$ cat src/rtl/bcd_to_bin_accum_if.sv
// Digit-in / result-out bus for bcd_to_bin_accum.
// slave: the accumulator side. master: the producer/consumer side.
interface bcd_to_bin_accum_if #(
    parameter int NDIG = 4,
    parameter int OW   = 14
);
    localparam int CW = $clog2(NDIG + 1);

    logic [3:0]    IN;
    logic          IN_VALID;
    logic          IN_LAST;
    logic          IN_READY;
    logic [OW-1:0] OT;
    logic          OT_VALID;
    logic          OT_READY;
    logic [CW-1:0] ODIGS;
    logic          ERR;

    modport slave (
        input  IN, IN_VALID, IN_LAST, OT_READY,
        output IN_READY, OT, OT_VALID, ODIGS, ERR
    );

    modport master (
        output IN, IN_VALID, IN_LAST, OT_READY,
        input  IN_READY, OT, OT_VALID, ODIGS, ERR
    );
endinterface

$ cat src/rtl/bcd_to_bin_accum.sv
// bcd_to_bin_accum: folds a most-significant-first stream of decimal digits
// into an unsigned binary value (acc = acc*10 + d, wrapping mod 2^OW) and
// presents it with its digit count and an invalid-digit flag.
//
// Optional build macro BCDACC_EX3_IN_EN: IN carries excess-3 codes that are
// decoded here (d = IN-3, codes 0..2 and 13..15 invalid). Without it IN is
// plain BCD and codes 10..15 are invalid.
//
// state | meaning
// ACC   | accepting digits, IN_READY high
// OUT   | result held on OT until the consumer takes it
module bcd_to_bin_accum #(
    parameter int NDIG = 4,
    parameter int OW   = 14
) (
    input  logic                 CLK,
    input  logic                 RST,
    bcd_to_bin_accum_if.slave    bus
);
    localparam int CW = $clog2(NDIG + 1);

    typedef enum logic {
        S_ACC = 1'b0,
        S_OUT = 1'b1
    } state_t;

    state_t        state;
    state_t        state_nxt;

    logic [OW-1:0] acc;
    logic [OW-1:0] acc_x10;
    logic [OW-1:0] acc_nxt;
    logic [CW-1:0] cnt;
    logic [CW-1:0] cnt_inc;
    logic          errf;

    logic [3:0]    dig;
    logic          dig_bad;
    logic          in_ready;
    logic          accept;
    logic          close;
    logic          handoff;

    logic [OW-1:0] ot_q;
    logic          ot_valid_q;
    logic [CW-1:0] odigs_q;
    logic          err_q;

    // IN_READY comes straight from the state register, held low during reset.
    assign in_ready = (state == S_ACC) && !RST;

    assign accept   = bus.IN_VALID && in_ready;
    assign handoff  = ot_valid_q && bus.OT_READY;

    // Digit decode: invalid codes contribute zero and raise the error flag.
    always_comb begin
        dig_bad = 1'b0;
        dig     = 4'd0;
`ifdef BCDACC_EX3_IN_EN
        dig_bad = (bus.IN < 4'd3) || (bus.IN > 4'd12);
        dig     = dig_bad ? 4'd0 : (bus.IN - 4'd3);
`else
        dig_bad = (bus.IN > 4'd9);
        dig     = dig_bad ? 4'd0 : bus.IN;
`endif
    end

    // Multiply-by-ten as shift-add; overflow wraps silently at OW bits.
    always_comb begin
        acc_x10 = (acc << 3) + (acc << 1);
        acc_nxt = acc_x10 + OW'(dig);
        cnt_inc = cnt + CW'(1);
        close   = bus.IN_LAST || (cnt_inc == CW'(NDIG));
    end

    // State register.
    always_ff @(posedge CLK) begin
        if (RST) begin
            state <= S_ACC;
        end else begin
            state <= state_nxt;
        end
    end

    // Next-state decode.
    always_comb begin
        state_nxt = state;
        case (state)
            S_ACC: begin
                if (accept && close) begin
                    state_nxt = S_OUT;
                end
            end
            S_OUT: begin
                if (handoff) begin
                    state_nxt = S_ACC;
                end
            end
            default: state_nxt = S_ACC;
        endcase
    end

    // Accumulator and result registers. OT/ODIGS/ERR are only loaded when a
    // number closes, so they keep their value after the result is taken.
    always_ff @(posedge CLK) begin
        if (RST) begin
            acc        <= '0;
            cnt        <= '0;
            errf       <= 1'b0;
            ot_q       <= '0;
            ot_valid_q <= 1'b0;
            odigs_q    <= '0;
            err_q      <= 1'b0;
        end else if (accept) begin
            acc  <= acc_nxt;
            cnt  <= cnt_inc;
            errf <= errf | dig_bad;
            if (close) begin
                ot_q       <= acc_nxt;
                odigs_q    <= cnt_inc;
                err_q      <= errf | dig_bad;
                ot_valid_q <= 1'b1;
            end
        end else if (handoff) begin
            ot_valid_q <= 1'b0;
            acc        <= '0;
            cnt        <= '0;
            errf       <= 1'b0;
        end
    end

    assign bus.IN_READY = in_ready;
    assign bus.OT       = ot_q;
    assign bus.OT_VALID = ot_valid_q;
    assign bus.ODIGS    = odigs_q;
    assign bus.ERR      = err_q;

endmodule

$ cat src/flat_wrapper.sv
// flat-port wrapper written by rule: the top's interface ports become plain ports
module bcd_to_bin_accum_flat 
#(
    parameter int NDIG = 4,
    parameter int OW   = 14
)
  (CLK, RST, bus_IN, bus_IN_VALID, bus_IN_LAST, bus_OT_READY, bus_IN_READY, bus_OT, bus_OT_VALID, bus_ODIGS, bus_ERR);
  bcd_to_bin_accum_if #(.NDIG(NDIG), .OW(OW)) bus_i ();
  input  logic CLK;
  input  logic RST;
  input wire logic [$bits(bus_i.IN)-1:0] bus_IN;
  input wire logic [$bits(bus_i.IN_VALID)-1:0] bus_IN_VALID;
  input wire logic [$bits(bus_i.IN_LAST)-1:0] bus_IN_LAST;
  input wire logic [$bits(bus_i.OT_READY)-1:0] bus_OT_READY;
  output wire logic [$bits(bus_i.IN_READY)-1:0] bus_IN_READY;
  output wire logic [$bits(bus_i.OT)-1:0] bus_OT;
  output wire logic [$bits(bus_i.OT_VALID)-1:0] bus_OT_VALID;
  output wire logic [$bits(bus_i.ODIGS)-1:0] bus_ODIGS;
  output wire logic [$bits(bus_i.ERR)-1:0] bus_ERR;
  assign bus_i.IN = bus_IN;
  assign bus_i.IN_VALID = bus_IN_VALID;
  assign bus_i.IN_LAST = bus_IN_LAST;
  assign bus_i.OT_READY = bus_OT_READY;
  assign bus_IN_READY = bus_i.IN_READY;
  assign bus_OT = bus_i.OT;
  assign bus_OT_VALID = bus_i.OT_VALID;
  assign bus_ODIGS = bus_i.ODIGS;
  assign bus_ERR = bus_i.ERR;
  bcd_to_bin_accum #(.NDIG(NDIG), .OW(OW)) u_core (.CLK(CLK), .RST(RST), .bus(bus_i));
endmodule
$ cat config.mk
export PLATFORM = sky130hd
export DESIGN_NAME = bcd_to_bin_accum_flat
export DESIGN_NICKNAME = d
export VERILOG_FILES = /design/src/rtl/bcd_to_bin_accum_if.sv /design/src/rtl/bcd_to_bin_accum.sv /design/src/flat_wrapper.sv
export SDC_FILE = /design/constraint.sdc
export NUM_CORES = 1
export LEC_CHECK = 0
export ABC_AREA = 1
export BUFFER_PORTS_ARGS = -buffer_cell sky130_fd_sc_hd__buf_2
export CAP_MARGIN = 15
export CORE_MARGIN = 3
export CORE_UTILIZATION = 52
export CTS_CLUSTER_SIZE = 28
export DETAILED_ROUTE_END_ITERATION = 12
export PLACE_DENSITY = 0.75
export SLEW_MARGIN = 20
export SYNTH_ARGS = -nofsm -noshare
export SYNTH_HDL_FRONTEND = slang
export SYNTH_SLANG_ARGS = --single-unit
$ cat constraint.sdc
create_clock -name CLK -period 2.3 [get_ports CLK]
set_input_delay 0.23 -clock CLK [delete_from_list [all_inputs] [get_ports CLK]]
set_output_delay 0.23 -clock CLK [all_outputs]
set_load 0.005 [all_outputs]
; Word level (Yosys, flattened, before mapping)
; Index checks and enable logic that the tools add are counted.
[classes]
eq_ne = 2
bitwise = 2
n_mux = 12
order_cmp = 1
add_sub_neg = 3
reduce_logical = 9
[op_table]
columns = op, n
row1 = $mux W13, 2
row2 = $add A14 B14 Y14, 1
row3 = $add A14 B4 Y14, 1
row4 = $mux W1, 6
row5 = $mux W3, 2
row6 = $gt A4 B4 Y1 const B, 1
row7 = $logic_and A1 B1 Y1, 4
row8 = $mux W4, 1
row9 = $reduce_and A2 Y1, 2
row10 = $add A3 B1 Y3 const B, 1
row11 = $eq A3 B3 Y1 const B, 1
row12 = $ne A2 B2 Y1 const B, 1
row13 = $pmux W1 S2, 1
row14 = $reduce_bool A2 Y1, 1
row15 = $logic_not A1 Y1, 1
row16 = $logic_or A1 B1 Y1, 1
row17 = $not A1 Y1, 1
row18 = $or A1 B1 Y1, 1
[word_totals]
output_inout_bits = 20
ff_bits = 37

; Longest topological paths before layout
; Gate-level depths: netlist of run 1.
[depth]
depth_word = 6
mapped_depth = 16

; Worst setup path before layout of run 1
; Ideal clock, no wire load.
[synth_timing]
path_kind = input-to-reg
start = in bus_IN[2]
end = reg u_core.acc[9]
setup_slack_ns = 0.057
required_ns = 2.168
stages = 12
t_arrival_ns = 2.110
path_cell_list = o21ai_1 nand2_1 fa_1 inv_1 ha_1 nand3_1 nand3_1 nand2_1 nand2_1 or2_2 nand3_1 a21oi_1
[synth_between]
elab_chain_len = 4
[synth_rtl]
columns = item, line
row1 = start: declaration, flat_wrapper.sv:11  ; input wire logic [$bits(bus_i.IN)-1:0] bus_IN;
row2 = $gt A4 B4 Y1, bcd_to_bin_accum.sv:63  ; dig_bad = (bus.IN > 4'd9);
row3 = $mux W4 *, bcd_to_bin_accum.sv:64  ; dig = dig_bad ? 4'd0 : bus.IN;
row4 = $add A14 B4 Y14 *, bcd_to_bin_accum.sv:71  ; acc_nxt = acc_x10 + OW'(dig);
row5 = $mux W13 *, bcd_to_bin_accum.sv:114  ; end else if (accept) begin
row6 = end signal: assignment, bcd_to_bin_accum.sv:115  ; acc <= acc_nxt;
row7 = end: declaration, bcd_to_bin_accum.sv:30  ; logic [OW-1:0] acc;
; Mark *: on every way between the ends. The rest lies on a longest branch, timed or not.
; A chain may end at the register's enable or synchronous reset.

; Worst setup path after layout of run 1
[layout_timing]
start = reg u_core.acc[0]
end = reg u_core.ot_q[8], in the netlist u_core.bus.OT[8]
[layout_between]
elab_chain_len = 2
[layout_rtl]
columns = item, line
row1 = $add A14 B14 Y14, bcd_to_bin_accum.sv:70  ; acc_x10 = (acc << 3) + (acc << 1);
row2 = $add A14 B4 Y14, bcd_to_bin_accum.sv:71
row3 = end signal: assignment, bcd_to_bin_accum.sv:119  ; ot_q <= acc_nxt;
row4 = end: declaration, bcd_to_bin_accum.sv:44  ; logic [OW-1:0] ot_q;
; Every way passes these cells.

==> results of run 1 <==
## layout make-up
class                   count  area share (%)
clock inverters             2           0.529
well taps                  50            2.40
clock buffers               6            3.17
repair buffers             38            8.27
inverters                  43            6.30
multi-input cells         231            50.8
flip-flops and latches     37            28.5
## worst max-delay path, cell delays in order, from the launching register on
cell     delay, ns
dfxtp_2       0.33
inv_1         0.06
fa_1          0.53
inv_1         0.08
fa_2          0.36
nand2_2       0.08
nand3_2       0.10
nand3_2       0.08
nand2_2       0.06
xor2_2        0.16
o21ai_1       0.13
inv_1         0.04
## cells by family (layout without fill, tap and decap cells)
logic type | count (synthesis) | in the layout
flip-flops | 37 | 37
adder cells (fa/ha/maj) | 26 | 26
AND/OR/NAND/NOR | 147 | 147
buffers and inverters | 51 | 89
AO/OA/AOI/OAI | 50 | 50
XOR/XNOR | 8 | 8
## metrics by stage
step	hold WS (ns)	cell area, um^2
after floorplan	0.369	2240
after global placement	0.449	2450
after detailed placement	0.455	2450
after CTS	0.185	2550
after global routing	0.189	2600
final	0.192	2600
## state kept, by name, summed over array words and instances, names as in the netlist
register / count
u_core.acc: 13
u_core.bus.ERR: 1
u_core.bus.ODIGS: 3
u_core.bus.OT: 14
u_core.bus.OT_VALID: 1
u_core.cnt: 3
u_core.errf: 1
u_core.state: 1
## power groups by stage
stage               clock network [uW]  registers [uW]  logic [uW]
floorplan                            0             712         184
global placement                     0             713         267
detailed placement                   0             714         271
CTS                                497             699         274
global route                       523             703         323
finish                             483             699         284
## layer usage
metal  GRT usage (%)  wire length [um]
met2            31.5              2060
met1            29.0              2400
met3            4.49               232
met5               0                 0
met4            5.85                39
## what timing repair did
item                                    CTS  global route
resized for setup                         0             9
setup buffers                             0             1
endpoints found under the setup margin    0            14
## worst paths after layout
path,slack [ns],cells past startpoint,startpoint,end
setup / recovery,0.18,11,u_core.acc[0],u_core.bus.OT[8]
hold / removal,0.19,3,bus_IN[0],u_core.acc[0]
setup reg to reg,0.18,11,u_core.acc[0],u_core.bus.OT[8]
hold reg to reg,0.47,2,u_core.errf,u_core.errf
## cell usage after synthesis
library cell,count,area (um^2)
a21oi_1,25,125
a21oi_2,1,8.76
a32o_1,3,30.0
buf_2,1,5.00
buf_4,2,15.0
buf_6,2,22.5
clkbuf_1,3,11.3
dfxtp_1,37,741
fa_1,2,40.0
ha_1,24,300
inv_1,41,154
inv_2,1,3.75
inv_4,1,6.26
nand2_1,84,315
nand2_2,1,6.26
nand3_1,19,95.1
nand4_1,2,12.5
nor2_1,35,131
nor2_2,1,6.26
o21ai_0,11,55.1
o21ai_1,9,45.0
o21bai_1,1,7.51
or2_2,5,31.3
xnor2_1,3,26.3
xor2_1,5,43.8
==> metrics.md, run 1 <==
| Metric | Value |
|---|---|
| Status | `completed` |
| Min Tclk post-route | `2.12 ns` |
| Commonest non-fill, non-tap cells in the layout | `nand2_1 (82), inv_1 (41), dfxtp_1 (36)` |
| Endpoint type of the worst setup path | `register` |
| Tot GR Track Use | `20.5%` |
| 1st-pass router iterations | `4` |
| Max Fclk | `0.471 GHz` |
| RSZ-0062 raised after global routing | `false` |
| Worst slack at placement | `-0.0810 ns` |
| Root buffer cell | `clkbuf_8` |
| DP Wirelength | `3640 um` |
| Post-synthesis compound-gate area fraction | `12.1%` |
| CORE AREA | `4090 um^2` |
| Share of layout cells above drive strength 1 | `18.2%` |
| # IOs | `29` |
| Synthesized area | `2240 um^2` |
| Register area share after synthesis | `33.1%` |
| First-pass GRT wire length | `8370 um` |
| CTS tree | `built` |
| Total Power | `1470 uW` |
| GRT overflow | `0` |
| Sequential Power Share | `47.7%` |
| PwrDens | `563 nW/um^2` |
| Initial antenna violation count | `0` |
| Chip width | `71.6 um` |
| Syn Nets | `354` |
| CP startpoint kind | `register` |
| Crit-path max FO | `3` |
| Non-Filler Instances | `407` |
| Tightest Hold Check Type | `primary input to register` |
| Switching pwr | `429 uW` |
| Die Ht | `71.6 um` |
| Clock slew at reported path FFs | `0.08 ns` |
| Area occupied by multi-input gates | `1320 um^2` |
| Slew Viols, Final | `0` |
| CTS H-Tree Depth | `2` |
| Starting Density | `54.8%` |
| Synthesis-to-finish area growth | `16.3%` |
| Die area | `5130 um^2` |
| Synth cell types | `25` |
| Largest family of logic cells by synthesized area | `simple AND/OR/NAND/NOR gates` |
| Synthesized flop and latch total | `37` |
| Tcrit/Tclk final | `92.4%` |
| Clock sink count | `37` |
| Slew margin rel. | `73.5%` |
| Largest net degree at the start of global routing | `23` |
| Clock Skew | `0.00766 ns` |
| DRT antenna net count | `0` |
| RD Place Congestion | `0.891` |
| Worst Path Required | `2.49 ns` |
| Via Count | `2043` |
| Final WL | `4730 um` |
| Number of global-route vias before repair | `1892` |
| Actual slew at the worst max-slew pin | `0.397 ns` |
| Total CTS buffers | `5` |
| Number of port buffers | `28` |
| Routed vias/inst | `5.02` |
| Logic pwr share | `19.4%` |
| Num rows | `23` |
| Sw Share | `29.3%` |
| Wire length per cell | `11.6 um` |
| Avg Cell Area, Syn | `7.02 um^2` |
| Antenna fix cells | `0` |
| Max-cap violations | `0` |
| Final Util | `63.7%` |
| Max clock buf depth | `2` |
| Pleak | `0.00142 uW` |
| Final worst setup slack | `0.175 ns` |
| Clk_lat worst skew | `0.29 ns` |
| Setup violators final | `0` |
| Clk pwr share | `32.9%` |
| Setup TNS | `0 ns` |
| Syn Inst Count | `319` |
| Mux contribution to synthesized area | `0%` |
| Filler cells | `394` |
| CP Class | `register to register` |
| Placed Cells incl. Taps | `398` |
| Adder-cell area share of the yosys netlist | `15.2%` |
| Hold_buf cts | `0` |
| Most common cell after layout, fill and taps aside | `nand2_1` |
| Post-Synth XOR/XNOR Area | `3.13%` |
| Post-synthesis simple-gate area fraction | `26.7%` |
| DRC Markers | `0` |
| Peak VDD IR | `0.493 mV` |
| Crit path DAT | `2.31 ns` |
| DRT iter0 DRCs | `172` |
| YS warnings | `0` |
| Fin nets | `391` |
| Hold Violations, Final | `0` |
| FF+latch area | `742 um^2` |
| Int Pwr | `1040 uW` |
Power figures use the tool's default switching activity.
==> run 2, diff against run 1 <==
Settings changed: ABC_AREA 1 to default, CORE_UTILIZATION 52 to 51.
==> run 2 against run 1 <==
  * The flow now finishes with violations (setup timing)
  * First-iteration DRC count shrank 45%
  * Non-clock buffer count grew 15
  * Combinational power shrank 35%
  * Sequential share of layout area shrank 0.76 points
  * Global-route usage grew 1.9 points
  * Cell area grew 3.3%
  * Count of clock-buffer cells in the layout shrank 1
  * Sequential cell count is the same
==> metrics.md, run 2 <==
| Metric | Value |
|---|---|
| Max Fclk | `0.434 GHz (-7.8%)` |
| Clock Skew | `0.0114 ns (+0.00372 ns)` |
| CORE AREA | `3770 um^2 (-7.7%)` |
| Total CTS buffers | `5 (unchanged)` |
| DR WL met2 | `2670 um (+30%)` |
| Sequential Power Share | `43.5% (-4.2 points)` |
| Hold Violations, Final | `0 (unchanged)` |
| Max reg flops | `14 (unchanged)` |
| Synth cell types | `43 (+72%)` |
| Tcrit/Tclk final | `100% (+7.8 points)` |
| Commonest non-fill, non-tap cells in the layout | `dfxtp_1 (33), buf_2 (28), buf_4 (25)` |
| CP startpoint kind | `register` |
| Worst slack at placement | `-0.259 ns (-0.178 ns)` |
| RD Place Congestion | `0.900 (+1.0%)` |
| Die area | `4800 um^2 (-6.4%)` |
| Initial antenna violation count | `0 (unchanged)` |
| Largest net degree at the start of global routing | `19 (-17%)` |
| Placed Cells incl. Taps | `318 (-20%)` |
| Via Count | `1892 (-7.4%)` |
| Max-cap violations | `0 (unchanged)` |
| Pleak | `0.00126 uW (-11%)` |
| DRC Markers | `0 (unchanged)` |
| CTS tree | `built` |
| Die Ht | `69.3 um (-3.2%)` |
| Reg2reg start | `u_core.acc[2]` |
| DP Wirelength | `3570 um (-1.8%)` |
| Syn Inst Count | `228 (-29%)` |
| Worst setup path start | `u_core.acc[2]` |
| Most common cell after layout, fill and taps aside | `dfxtp_1` |
| Min Tclk post-route | `2.30 ns (+0.179 ns)` |
| Switching pwr | `370 uW (-14%)` |
| Worst Path Required | `2.50 ns (about the same)` |
| Routed vias/inst | `5.77 (+15%)` |
| Crit-path max FO | `3 (unchanged)` |
| Share of layout cells above drive strength 1 | `34.3% (+16 points)` |
| Chip width | `69.3 um (-3.2%)` |
| Actual slew at the worst max-slew pin | `0.289 ns (-0.108 ns)` |
| Number of global-route vias before repair | `1904 (+0.63%)` |
| Register area share after synthesis | `36.3% (+3.2 points)` |
| Top post-synthesis cells by area | `dfxtp_1 (36%), ha_1 (15%), a21oi_1 (5.4%)` |
| R2R Path End | `u_core.acc[12]` |
| Sw Share | `23.9% (-5.3 points)` |
| Max clock buf depth | `2 (unchanged)` |
| Count leader, synth | `dfxtp_1` |
| Status | `complete, but fails checks` |
| Critical Path Sink | `u_core.acc[12]` |
| Endpoint type of the worst setup path | `register` |
| Synth Flop Type | `dfxtp_1` |
| Reg2reg setup slack | `-0.003 ns (-0.18 ns)` |
| Slew Viols, Final | `0 (unchanged)` |
| Root buffer cell | `clkbuf_8` |
| PwrDens | `575 nW/um^2 (+2.1%)` |
| Failing checks | `setup timing` |
| Fin nets | `314 (-20%)` |
| Logic pwr share | `12.0% (-7.4 points)` |
| Peak VDD IR | `0.736 mV (+49%)` |
| Setup violators final | `1 (+1)` |
| Synthesized area | `2040 um^2 (-8.7%)` |
| Commonest cells in the netlist | `dfxtp_1 (37), ha_1 (24), nand2_1 (24)` |
| Wire length on met3 | `299 um (+29%)` |
| CP Class | `register to register` |
| CTS H-Tree Depth | `2 (unchanged)` |
| Synthesized flop and latch total | `37 (unchanged)` |
| Routed length on met1 | `2250 um (-6.4%)` |
| Antenna fix cells | `0 (unchanged)` |
| Final WL | `5300 um (+12%)` |
| R2R cell count | `9 (-2)` |
| DRT iter0 DRCs | `94 (-45%)` |
| Synthesis-to-finish area growth | `31.5%` |
| Clk pwr share | `44.5% (+12 points)` |
| Num rows | `22 (-4.3%)` |
| Avg Cell Area, Syn | `8.96 um^2 (+28%)` |
| Clock sink count | `37 (unchanged)` |
| Slew margin rel. | `80.7% (+7.2 points)` |
| Crit path DAT | `2.50 ns (+0.19 ns)` |
| DRT antenna net count | `0 (unchanged)` |
| Number of port buffers | `28 (unchanged)` |
| YS warnings | `0 (unchanged)` |
| Wire length per cell | `16.1 um (+39%)` |
| First-pass GRT wire length | `8740 um (+4.4%)` |
| Uppermost layer routed | `met4` |
| FFs w/ async S/R, synth | `0% (unchanged)` |
| Hold Crit Start | `bus_IN[0]` |
| # IOs | `29 (unchanged)` |
| Clk_lat worst skew | `0.30 ns (about the same)` |
| GRT overflow | `0 (unchanged)` |
| Int Pwr | `1180 uW (+13%)` |
| Non-Filler Instances | `328 (-19%)` |
| Starting Density | `54.2% (-0.60 points)` |
| Syn Nets | `263 (-26%)` |
| Tot GR Track Use | `22.4% (+1.9 points)` |
| Clock slew at reported path FFs | `0.08 ns (about the same)` |
| Final worst setup slack | `-0.00340 ns (-0.179 ns)` |
| Tightest Hold Check Type | `primary input to register` |
| 1st-pass router iterations | `4 (unchanged)` |
| Number of flops mapped to enable cells by yosys | `0 (unchanged)` |
| Hold WS | `0.185 ns (-0.00716 ns)` |
| RSZ-0062 raised after global routing | `true` |
| Yosys top cell by area | `dfxtp_1` |
| Hold_buf cts | `0 (unchanged)` |
| Synth top area share | `36.3% (+3.2 points)` |
==> run 2: cell count changes after synthesis, moves of 4 or more <==
cell,change
o21ai_1,-9
inv_1,-36
and3_1,+5
nor2_1,-18
nor3_1,+4
or2_2,-5
xnor2_1,+4
a22oi_1,+8
a21o_1,+7
nand3_1,-11
nand2_1,-60
==> run 2: what timing repair did <==
item / 4_1_cts / 5_1_grt
setup endpoints to repair: 13 / 15
setup buffers: 2 / 0
gates resized for setup: 13 / 18
cloned: 0 / 0
pin swaps: 16 / 13
==> run 2: layout make-up <==
type / count / area, um^2
multi-input combinational: 177 / 1400
fill: 290 / 1080
sequential: 37 / 746
timing repair buffer: 53 / 328
clock buffer: 5 / 68.8
clock inverter: 3 / 68.8
tap: 48 / 60.1
inverter: 5 / 18.8
==> run 2: how the worst min path moves through the flow <==
stage	to	cells after the start
after global routing	u_core.acc[0]	2
after CTS	u_core.acc[0]	2
after floorplan	u_core.bus.OT[0]	2
after global placement	u_core.bus.OT[2]	2
final	u_core.acc[0]	2
after detailed placement	u_core.bus.ODIGS[2]	2
==> run 2: power groups by stage <==
stage | Sequential, uW | Clock, uW | Combinational (uW)
2_1_floorplan | 685 | 0 | 99.0
3_3_place_gp | 686 | 0 | 163
3_5_place_dp | 686 | 0 | 166
4_1_cts | 672 | 700 | 174
5_1_grt | 675 | 728 | 206
6_report | 673 | 688 | 185
==> run 2: worst max-delay path, stage by stage (launching register included) <==
cell and delay, ns:
dfxtp_2 0.35, inv_2 0.05, fa_1 0.52, inv_2 0.06
fa_2 0.35, a211oi_2 0.21, o21bai_2 0.11, a31oi_1 0.22
xnor2_1 0.14, a22o_1 0.19
==> run 2: kinds of logic after synthesis <==
kind of cell / synth area share (%)
AOI/OAI and AO/OA: 22.3
xor gates and xnor gates: 3.86
adders and majority gates: 16.7
buffers and inverters: 2.82
DFF: 36.3
and+or+nand+nor: 18.1
==> run 2: per-stage QoR <==
stage	power (uW)	util (%)	cell area, um^2	TNS (ns)
after floorplan	784	-	2050	-0.000628
after global placement	849	63.1	2380	-2.16
after detailed placement	852	63.1	2380	-2.55
after CTS	1550	68.8	2600	-0.000597
after global routing	1610	71.3	2690	-0.776
final	1550	71.3	2690	-0.00340
==> run 2: routing by layer <==
metal | up-vias | GRT usage, %
met5 | - | 0
met4 | 0 | 6.94
met3 | 8 | 4.49
met2 | 53 | 38.8
met1 | 895 | 28.0
li1 | 936 | -
